`config.mk`:
```
export PLATFORM = sky130hd
export DESIGN_NAME = reg_file_scoreboard_flat
export DESIGN_NICKNAME = d
export VERILOG_FILES = /design/src/rtl/reg_file_scoreboard_if.sv /design/src/rtl/reg_file_scoreboard.sv /design/src/flat_wrapper.sv
export SDC_FILE = /design/constraint.sdc
export NUM_CORES = 1
export LEC_CHECK = 0
export CORE_UTILIZATION = 25
export CTS_CLUSTER_DIAMETER = 50
export CTS_CLUSTER_SIZE = 25
export DETAILED_ROUTE_END_ITERATION = 16
export HOLD_SLACK_MARGIN = 0.08
export PLACE_DENSITY_LB_ADDON = 0.05
export SYNTH_ARGS = -nofsm -noshare
export SYNTH_HDL_FRONTEND = slang
export SYNTH_SLANG_ARGS = --single-unit
```
`constraint.sdc`:
```
create_clock -name clk -period 4.3 [get_ports clk]
set_input_delay 0.86 -clock clk [delete_from_list [all_inputs] [get_ports clk]]
set_output_delay 0.86 -clock clk [all_outputs]
set_load 0.1 [all_outputs]
```
`src/rtl/reg_file_scoreboard_if.sv`:
```
// Decode/writeback bus of the register file with integrated pending scoreboard.
// The master side (decode + writeback) drives writes, issue marks and read
// indices; the slave side (the register file) returns read data, pending flags
// and the ready indication.
interface reg_file_scoreboard_if #(
  parameter int DATA_W = 32,
  parameter int ADDR_W = 5,
  parameter int NUM_RD = 2
);
  logic                     writeEnable;
  logic [ADDR_W-1:0]        writeAddress;
  logic [DATA_W-1:0]        writeData;
  logic [NUM_RD*ADDR_W-1:0] readAddress;
  logic [NUM_RD*DATA_W-1:0] readData;
  logic [NUM_RD-1:0]        readPending;
  logic                     issueValid;
  logic [ADDR_W-1:0]        issueAddress;
  logic                     ready;

  modport master (
    output writeEnable, writeAddress, writeData, readAddress,
           issueValid, issueAddress,
    input  readData, readPending, ready
  );

  modport slave (
    input  writeEnable, writeAddress, writeData, readAddress,
           issueValid, issueAddress,
    output readData, readPending, ready
  );
endinterface

```
`src/rtl/reg_file_scoreboard.sv`:
```
// Multi-read-port register file with a per-register pending scoreboard and a
// post-reset clear sweep. Writes and issue marks are accepted only once the
// sweep has zeroed every register; until then reads return zero.
module reg_file_scoreboard #(
  parameter int DATA_W   = 32,
  parameter int DEPTH    = 32,
  parameter int NUM_RD   = 2,
  parameter int ZERO_REG = 1,
  parameter int BYPASS   = 1,
  localparam int ADDR_W  = $clog2(DEPTH)
) (
  input logic                  clk,
  input logic                  rst_n,
  reg_file_scoreboard_if.slave bus
);

  typedef enum logic {CLEAR, RUN} state_t;

  state_t            state;
  logic [ADDR_W-1:0] cnt;
  logic              ready_q;
  logic [DATA_W-1:0] mem [DEPTH];
  logic [DEPTH-1:0]  pending;
  logic [DEPTH-1:0]  pending_next;

  logic              running;
  logic              write_drop;
  logic              write_live;
  logic              issue_live;
  logic [NUM_RD*DATA_W-1:0] read_data;
  logic [NUM_RD-1:0]        read_pending;

  assign running    = (state == RUN);
  assign write_drop = (ZERO_REG != 0) && (bus.writeAddress == '0);
  assign write_live = running && bus.writeEnable && !write_drop;
  assign issue_live = running && bus.issueValid &&
                      !((ZERO_REG != 0) && (bus.issueAddress == '0));

  // Clear sequencer: sweep cnt over every register, then enter RUN for good.
  // NOTE: sequential state uses non-blocking assignments so every flop samples
  // pre-edge values regardless of block ordering.
  always_ff @(posedge clk or negedge rst_n) begin
    if (!rst_n) begin
      state   <= CLEAR;
      cnt     <= '0;
      ready_q <= 1'b0;
    end else if (state == CLEAR) begin
      cnt <= cnt + 1'b1;
      if (cnt == ADDR_W'(DEPTH - 1)) begin
        state   <= RUN;
        ready_q <= 1'b1;
      end
    end
  end

  assign bus.ready = ready_q;

  // Storage: zeroed one entry per cycle by the sweep, then written by writeback.
  // NOTE: the array deliberately has no reset; the sweep initialises it, which
  // keeps it mappable onto plain RAM/flop arrays without a reset tree.
  always_ff @(posedge clk) begin
    if (state == CLEAR) begin
      mem[cnt] <= '0;
    end else if (write_live) begin
      mem[bus.writeAddress] <= bus.writeData;
    end
  end

  // Scoreboard next state: writeback clears first so a same-cycle issue wins.
  // NOTE: every combinational output gets a default first so no latch is inferred.
  always_comb begin
    pending_next = pending;
    if (running && bus.writeEnable) begin
      pending_next[bus.writeAddress] = 1'b0;
    end
    if (issue_live) begin
      pending_next[bus.issueAddress] = 1'b1;
    end
  end

  // Pending vector register.
  always_ff @(posedge clk or negedge rst_n) begin
    if (!rst_n) begin
      pending <= '0;
    end else begin
      pending <= pending_next;
    end
  end

  // Read ports: zero while clearing, hardwired reg 0, optional writeback bypass.
  always_comb begin
    read_data    = '0;
    read_pending = '0;
    for (int k = 0; k < NUM_RD; k++) begin
      logic [ADDR_W-1:0] ra;
      ra = bus.readAddress[k*ADDR_W +: ADDR_W];
      if (!running) begin
        read_data[k*DATA_W +: DATA_W] = '0;
      end else if ((ZERO_REG != 0) && (ra == '0)) begin
        read_data[k*DATA_W +: DATA_W] = '0;
      end else if ((BYPASS != 0) && write_live && (bus.writeAddress == ra)) begin
        read_data[k*DATA_W +: DATA_W] = bus.writeData;
      end else begin
        read_data[k*DATA_W +: DATA_W] = mem[ra];
        read_pending[k]               = pending[ra];
      end
    end
  end

  assign bus.readData    = read_data;
  assign bus.readPending = read_pending;

endmodule

```
`src/flat_wrapper.sv`:
```
// flat-port wrapper written by rule: the top's interface ports become plain ports
module reg_file_scoreboard_flat 
#(
  parameter int DATA_W   = 32,
  parameter int DEPTH    = 32,
  parameter int NUM_RD   = 2,
  parameter int ZERO_REG = 1,
  parameter int BYPASS   = 1,
  localparam int ADDR_W  = $clog2(DEPTH)
)
  (clk, rst_n, bus_writeEnable, bus_writeAddress, bus_writeData, bus_readAddress, bus_issueValid, bus_issueAddress, bus_readData, bus_readPending, bus_ready);
  reg_file_scoreboard_if #(.DATA_W(DATA_W), .ADDR_W((5)), .NUM_RD(NUM_RD)) bus_i ();
  input logic clk;
  input logic rst_n;
  input wire logic [$bits(bus_i.writeEnable)-1:0] bus_writeEnable;
  input wire logic [$bits(bus_i.writeAddress)-1:0] bus_writeAddress;
  input wire logic [$bits(bus_i.writeData)-1:0] bus_writeData;
  input wire logic [$bits(bus_i.readAddress)-1:0] bus_readAddress;
  input wire logic [$bits(bus_i.issueValid)-1:0] bus_issueValid;
  input wire logic [$bits(bus_i.issueAddress)-1:0] bus_issueAddress;
  output wire logic [$bits(bus_i.readData)-1:0] bus_readData;
  output wire logic [$bits(bus_i.readPending)-1:0] bus_readPending;
  output wire logic [$bits(bus_i.ready)-1:0] bus_ready;
  assign bus_i.writeEnable = bus_writeEnable;
  assign bus_i.writeAddress = bus_writeAddress;
  assign bus_i.writeData = bus_writeData;
  assign bus_i.readAddress = bus_readAddress;
  assign bus_i.issueValid = bus_issueValid;
  assign bus_i.issueAddress = bus_issueAddress;
  assign bus_readData = bus_i.readData;
  assign bus_readPending = bus_i.readPending;
  assign bus_ready = bus_i.ready;
  reg_file_scoreboard #(.DATA_W(DATA_W), .DEPTH(DEPTH), .NUM_RD(NUM_RD), .ZERO_REG(ZERO_REG), .BYPASS(BYPASS)) u_core (.clk(clk), .rst_n(rst_n), .bus(bus_i));
endmodule
```
; Word-level counts from Yosys, hierarchy flattened
; Memory sizes are Yosys's and may differ from the RTL's.
; Index checks and enable logic that the tools add are counted.
[totals]
regBits = 39
ram_bits = 1024
out_inout_bits = 67
memories = 1
[memory_table]
columns = name, depth, width, rd, rd_ports_with_merged_regs, wr, line
row1 = u_core.mem, 32, 32, 2, 0, 1, reg_file_scoreboard.sv:22  ; logic [DATA_W-1:0] mem [DEPTH];
[classes]
n_addsub = 1
n_lt_le_gt_ge = 6
eq_ne = 3
n_mux = 31
bitwise = 4
reduce_logical = 16
[ops]
columns = cell, count
row1 = 32-bit two-way mux, 9
row2 = 32-bit AND, 1
row3 = 32-bit inverter, 1
row4 = 32-bit OR, 1
row5 = 32-bit OR reduction, 1
row6 = 5-bit by 6-bit less-than comparator with 1-bit output (second input constant), 4
row7 = 5-bit zero test, 4
row8 = 1-bit two-way mux, 17
row9 = 1-bit binary-select mux with 5-bit select, 2
row10 = 1-bit demux with 5-bit select, 2
row11 = 5-bit equality test, 2
row12 = 5-bit by 1-bit greater-or-equal comparator with 1-bit output (second input constant), 2
row13 = 1-bit logical AND, 8
row14 = 5-bit by 1-bit adder with 5-bit output (second input constant), 1
row15 = 5-bit equality test (second input constant), 1
row16 = 5-bit two-way mux, 1
row17 = 1-bit zero test, 2
row18 = 2-bit AND reduction, 1
row19 = 1-bit inverter, 1

; Logic depth before layout (Yosys ltp)
; Gate-level depths: netlist of run 1.
[logic_depth]
word_depth = 9
ltp_mapped = 9

; Least setup slack after synthesis of run 1
; OpenSTA, ideal clock, no wires.
[synth_path]
path_type = input to output
from = input port bus_readAddress[6]
to = output port bus_readData[62]
arrival_time_ps = 6944
required_ps = 3440
path_slack_ps = -3504
path_stages = 8
n_path_buf = 4
cell_sequence = buf_2 > buf_2 > clkbuf_1 > buf_1 > o31ai_1 > a311oi_1 > nor3_1 > a2111oi_0
[synth_via]
elab_chain_len = 5
[synth_rtl]
columns = element, line
row1 = from (decl), flat_wrapper.sv:18  ; input wire logic [$bits(bus_i.readAddress)-1:0] bus_readAddress;
row2 = branches (longest 3 deep; another with memory 32 x 32 bit), --
row3 = 32-bit two-way mux *, reg_file_scoreboard.sv:99  ; end else if ((ZERO_REG != 0) && (ra == '0)) begin
row4 = 32-bit two-way mux *, reg_file_scoreboard.sv:97  ; if (!running) begin
row5 = to (decl), flat_wrapper.sv:21  ; output wire logic [$bits(bus_i.readData)-1:0] bus_readData;
; Mark *: on every way between the ends.

; Worst setup path after layout of run 1
[layout_path]
from = input port bus_readAddress[5]
to = output port bus_readData[47]
; The elaborated chain is that of the path after synthesis.

==> results of run 1 <==
==> what timing repair did <==
item / in CTS / in global routing
gates resized for setup: 14 / 5
pin swaps: 1 / 5
setup buffers: 2 / 4
endpoints found under the setup margin: 52 / 34
==> layer usage <==
layer	GRT usage [%]	up-vias
met4	4.912	0
met2	34.21	944
li1	-	11880
met3	3.100	224
met1	27.25	16530
met5	0	-
==> cell usage in the layout (no fill, tap or decap), drive strengths merged, types with 40 or more instances in the layout <==
cell / synthesis / layout
edfxtp: 1024 / 1024
mux4: 557 / 557
a22oi: 124 / 124
nand2: 80 / 80
nor2: 53 / 53
buf: 98 / 404
o21ai: 65 / 65
clkdlybuf4s50: 0 / 47
a211oi: 65 / 65
mux2i: 40 / 40
clkbuf: 113 / 165
a221o: 62 / 62
nor2b: 61 / 61
==> power groups by stage <==
stage / Combinational, µW / Sequential, µW / Clock [µW]
after floorplan: 1650 / 11700 / 0
after global placement: 3170 / 11700 / 0
after detailed placement: 3180 / 11700 / 0
after CTS: 3190 / 11500 / 12800
after global routing: 3270 / 11500 / 13200
final: 3140 / 11500 / 12500
==> sequential cells by signal (all words and copies together), names as in the netlist <==
signal	count
u_core.pending	32
u_core.mem	1024
u_core.bus.ready	1
u_core.cnt	5
u_core.running	1
==> kinds of logic (layout without fill, tap and decap cells) <==
group	count (synthesis)	in the layout	synth area share, %
AO/OA/AOI/OAI	353	353	5.338
XOR/XNOR	13	13	0.2284
adder cells (fa/ha/maj)	2	2	0.05019
buffers and inverters	218	724	1.810
flip-flops	1063	1063	63.64
multiplexers	601	601	26.06
other	0	4	0
AND/OR/NAND/NOR	275	275	2.881
==> final cells by class <==
cell class / instances / area share (%)
inverter: 7 / 0.04140
antenna: 4 / 0.01577
clock inverter: 101 / 1.928
clock buffer: 165 / 5.884
multi-input combinational: 1244 / 27.80
timing repair buffer: 451 / 9.143
tap: 2640 / 5.204
sequential: 1063 / 49.98
==> stage by stage <==
step	utilization [%]	setup WS [ns]	cells	hold slack (ns)
global placement	29.53	-0.3914	5399	0.5024
floorplan	-	0.008779	2525	0.4705
finish	32.12	0.08439	5675	0.2867
CTS	32.08	0.001279	5667	0.2431
detailed placement	29.53	-0.3354	5399	0.5121
global route	32.11	0.04873	5671	0.3061
==> cell usage after synthesis, drive strengths merged (33+ instances only) <==
library cell     n  area share (%)
edfxtp        1024              62
mux4           557              25
a22oi          124             1.9
clkbuf         113            0.85
buf             98            0.91
nand2           80            0.60
a211oi          65            0.98
o21ai           65            0.65
a221o           62             1.2
nor2b           61            0.77
nor2            53            0.40
mux2i           40            0.80
dfrtp           39             2.0
and2            33            0.41
==> final timing paths <==
kind | slack (ns) | to
worst max-delay path | 0.08 | bus_readData[47]
worst min register to register | 0.53 | u_core.pending[21]
min in group clk | 0.53 | u_core.pending[21]
max in group asynchronous | 3.37 | u_core.pending[24]
worst max register to register | 1.38 | u_core.mem[28][17]
worst min-delay path | 0.29 | u_core.pending[4]
==> flow_summary.ini, run 1 <==
[placed_design]
post_dp_cell_area_um2 = 58350
routabilityCongestion = 0.8011
io_buffers = 122
hpwl_mm = 131.9

[grt]
grt_max_degree = 43
first_global_vias = 31520
track_usage_pct = 20.28
grt_pass1_wl_mm = 278.9
antenna_found_initial = 4
gr-total-overflow = 0

[power]
p_per_area_nw_per_um2 = 427.3
p_int_uw = 20120
fin_total_pwr_uw = 27120
p_sw_share_pct = 25.83
vdd.ir_drop.worst_mv = 0.2567
seqPwrFrac_pct = 42.3
power_switching_uw = 7004
p_leak_uw = 0.02186
comb_power_share_pct = 11.6
clkPwrFrac_pct = 46.1

[layout]
final_layout_size_suffix_gt1_share_pct = 41.97
fin_area_um2 = 63470
nFillCells = 18780
nets = 2970
regArea_um2 = 31730
area_growth_pct = 27.31
multi_input_area_um2 = 17640

[clock_network]
cts_buffer_depth = 3
cts_hold_buffers = 0
cts.sinks = 1063
clk_latency_ns = 0.80
cts-root-buf = clkbuf_16
clk_pin_slew_ns = 0.05
htreeDepth = 4
tritoncts = built
cts_buffers = 145

[sta]
clock-skew-final_ns = 0.03864
max_slew_margin_pct = 16.60
finalSetupTns_ns = 0
hold_viol = 0
fmax_ghz = 0.2372
slew_violations = 0
setup_viol = 0
period_share_pct = 98.04
rsz0062_at_grt = false
finalCriticalPeriod_ns = 4.216
tightest_slew_ns = 1.251

[floorplan]
die_h_um = 448.6
die_w_um = 448.6
die_area_um2 = 201200
io_pins = 123
rows = 163
core_um2 = 197600
start_util_pct = 25.23

[critical_path]
cp-startpoint = bus_readAddress[5]
crit_type = in -> out
cp_common_cell = buf_12
slowest_delay_ns = 0.61
crit_arrival_ns = 3.36
worstSetupStartpointType = input pin
crit_cells = 7
required_ns = 3.44
crit_slowest_cell = mux4_2
critical-path-top-delay-family = multiplexers
cp_num_buf_inv = 3
worstRegToRegCells = 4
cp-end-kind = primary output
path_cells = buf_12 -> buf_12 -> mux4_2 -> mux4_2 -> nor2b_1 -> a221o_2 -> buf_12
timing.rr.start = u_core.running
cp_max_fo = 24

[synth]
synth_cell_type_count = 56
syn_avg_cell_area_um2 = 19.74
synthesis.instances = 2525
synth_fp_nets = 2583
seq_area_frac_synth_pct = 63.64
ys_seq_elements = 1063
syn-cell-area_um2 = 49850
synth_edf_count = 1024
ys.flop_type = edfxtp_1
yosys_warnings = 0
synth-async-reset-ratio_pct = 3.669

[drt]
firstDrtPassIters = 5
via_count = 29580
post_drt_wl_per_cell_um = 36.19
finalWirelength_mm = 205.4
met3RoutedLength_mm = 9.261
route.top_layer_used = met4
wl_met1_mm = 89.02
ant_nets = 0
drc = 0
wl_met2_mm = 102.5
drt_iter0_drc = 2781
vias_per_cell = 5.212

[run_status]
status = complete, no violations

[min_path]
hold_class = in -> async

[job]
cap_violations = 0
(Power assumes the default switching activity.)
==> run 2, diff against run 1 <==
--- a/config.mk
+++ b/config.mk
@@ -5,11 +5,12 @@
 export SDC_FILE = /design/constraint.sdc
 export NUM_CORES = 1
 export LEC_CHECK = 0
-export CORE_UTILIZATION = 25
+export CORE_UTILIZATION = 45
 export CTS_CLUSTER_DIAMETER = 50
 export CTS_CLUSTER_SIZE = 25
 export DETAILED_ROUTE_END_ITERATION = 16
 export HOLD_SLACK_MARGIN = 0.08
+export MAX_ROUTING_LAYER = met4
 export PLACE_DENSITY_LB_ADDON = 0.05
 export SYNTH_ARGS = -nofsm -noshare
 export SYNTH_HDL_FRONTEND = slang
==> flow_summary.ini, run 2 (synthesized netlist as in run 1, its figures left out) <==
[sta]
rsz0062_at_grt = true
fmax_ghz = 0.2356
period_share_pct = 98.71
hold_viol = 0
finalSetupTns_ns = 0
setup_slack_ns = 0.05535
setup_viol = 0
slew_violations = 0
max_slew_margin_pct = 15.75
tightest_slew_ns = 1.262
finalCriticalPeriod_ns = 4.245
clock-skew-final_ns = 0.03342

[clock_network]
cts-root-buf = clkbuf_16
cts_buffer_depth = 3
tritoncts = built
htreeDepth = 4
clk_latency_ns = 0.75
cts.sinks = 1063
cts_hold_buffers = 0
cts_buffers = 131
clk_pin_slew_ns = 0.05

[critical_path]
slowest_delay_ns = 0.47
crit_arrival_ns = 3.38
critical-path-top-delay-family = buffers and inverters
crit_slowest_cell = clkdlybuf4s50_1
timing.rr.start = u_core.running
cp_max_fo = 29
worstSetupStartpointType = input pin
crit_cells = 9
crit_type = in -> out
path_cells = clkdlybuf4s50_1 -> buf_4 -> o311ai_4 -> buf_4 -> o311ai_2 -> buf_12 -> and2b_1 -> a221o_1 -> buf_12
cp_num_buf_inv = 5
required_ns = 3.44
worstRegToRegCells = 8
r2r-end = u_core.mem[24][3]
cp-end-kind = primary output
r2r_slack_ns = 1.08

[drt]
wl_met1_mm = 66.98
drc = 0
drt_iter0_drc = 3897
vias_per_cell = 6.854
firstDrtPassIters = 7
ant_nets = 0
wl_met2_mm = 78.73
post_drt_wl_per_cell_um = 37.51
route.top_layer_used = met4
met3RoutedLength_mm = 15.00
via_count = 30310
finalWirelength_mm = 165.9

[power]
seqPwrFrac_pct = 44.6
p_int_uw = 19150
clkPwrFrac_pct = 44.3
p_leak_uw = 0.02131
vdd.ir_drop.worst_mv = 0.3685
power_switching_uw = 6547
p_sw_share_pct = 25.48
fin_total_pwr_uw = 25700
p_per_area_nw_per_um2 = 423.1
comb_power_share_pct = 11.1

[floorplan]
die_w_um = 334.8
die_h_um = 334.8
die_area_um2 = 112100
start_util_pct = 45.61
io_pins = 123
rows = 121
core_um2 = 109300

[layout]
finish.utilization_pct = 55.57
reg_top3 = u_core.mem (1024), u_core.pending (32), u_core.cnt (5)
nets = 2899
mostFrequentLayoutCell = edfxtp_1
largest-register = u_core.mem
area_growth_pct = 21.84
final_layout_size_suffix_gt1_share_pct = 40.54
largest_reg_flops = 1024
mostFrequentLayoutCells = 1024 x edfxtp_1, 557 x mux4_2, 184 x buf_4, 151 x buf_12, 138 x clkbuf_16

[placed_design]
dp_slack_ns = -0.01634
hpwl_mm = 100.5
routabilityCongestion = 0.8368
io_buffers = 122

[grt]
grt_max_degree = 55
antenna_found_initial = 7
gr-total-overflow = 0
grt_pass1_wl_mm = 234.4
first_global_vias = 30970
track_usage_pct = 30.87

[job]
cap_violations = 0

[run_status]
status = complete, no violations

[min_path]
hold_class = in -> async
-- run 2: cell count changes in the layout (fill, tap and decap cells not counted), moves of 7 or more --
cell        before  now
clkinv_4        10   17
clkinvlp_4      17    6
inv_8            4   16
clkbuf_16      146  138
buf_12         180  151
buf_4          216  184
bufinv_16       19   10
clkbuf_1        18    4
-- run 2: worst register-to-register path: stages, from the launching register on --
cell      delay [ns]
dfrtp_1         0.66
o311ai_4        0.22
buf_4           0.20
buf_4           0.13
buf_4           0.13
buf_4           0.18
a31oi_1         0.96
nor2_4          0.12
buf_4           0.32
-- run 2: layer usage --
layer,track usage (%),up-vias
met5,-,-
met4,9.725,0
met3,6.465,299
met2,46.35,1771
met1,42.50,16530
li1,-,11710
-- run 2: what timing repair did --
item	in CTS	in global routing
gates cloned	2	0
buffers inserted	6	0
gates resized for setup	3	10
pin swaps	5	7
endpoints found under the setup margin	31	46
-- run 2: stage by stage --
step	hold WS [ns]	instances	instance area, µm²
3_3_place_gp	0.5052	4176	56110
3_5_place_dp	0.5191	4176	56110
5_1_grt	0.3477	4422	60740
4_1_cts	0.2825	4421	60710
6_report	0.2956	4422	60740
2_1_floorplan	0.4705	2525	49870
-- run 2: layout make-up --
type                            instances  area (µm²)
Inverter                                7       26.28
Tap cell                             1476        1847
Sequential cell                      1063       31730
Timing Repair Buffer                  393        5042
Fill cell                            8289       48560
Multi-Input combinational cell       1245       17620
Clock inverter                         95        1016
Antenna cell                            1       2.502
Clock buffer                          142        3468
-- run 2: worst max-delay path by stage --
| stage | slack [ns] | endpoint | startpoint |
|---|---|---|---|
| after floorplan | 0.009 | bus_readData[48] | bus_readAddress[5] |
| after global placement | -0.007 | bus_readData[52] | bus_writeAddress[2] |
| after detailed placement | -0.02 | bus_readData[40] | bus_writeAddress[2] |
| after CTS | 0.005 | bus_readData[24] | bus_writeAddress[3] |
| after global routing | -0.01 | bus_readData[58] | bus_writeAddress[0] |
| final | 0.06 | bus_readData[58] | bus_writeAddress[0] |
-- run 2: power groups by stage --
stage / Clock [µW] / Sequential, µW / Combinational [µW]
finish: 11400 / 11500 / 2860
global route: 11900 / 11500 / 2970
CTS: 11500 / 11500 / 2860
detailed placement: 0 / 11700 / 2840
global placement: 0 / 11700 / 2820
floorplan: 0 / 11700 / 1650
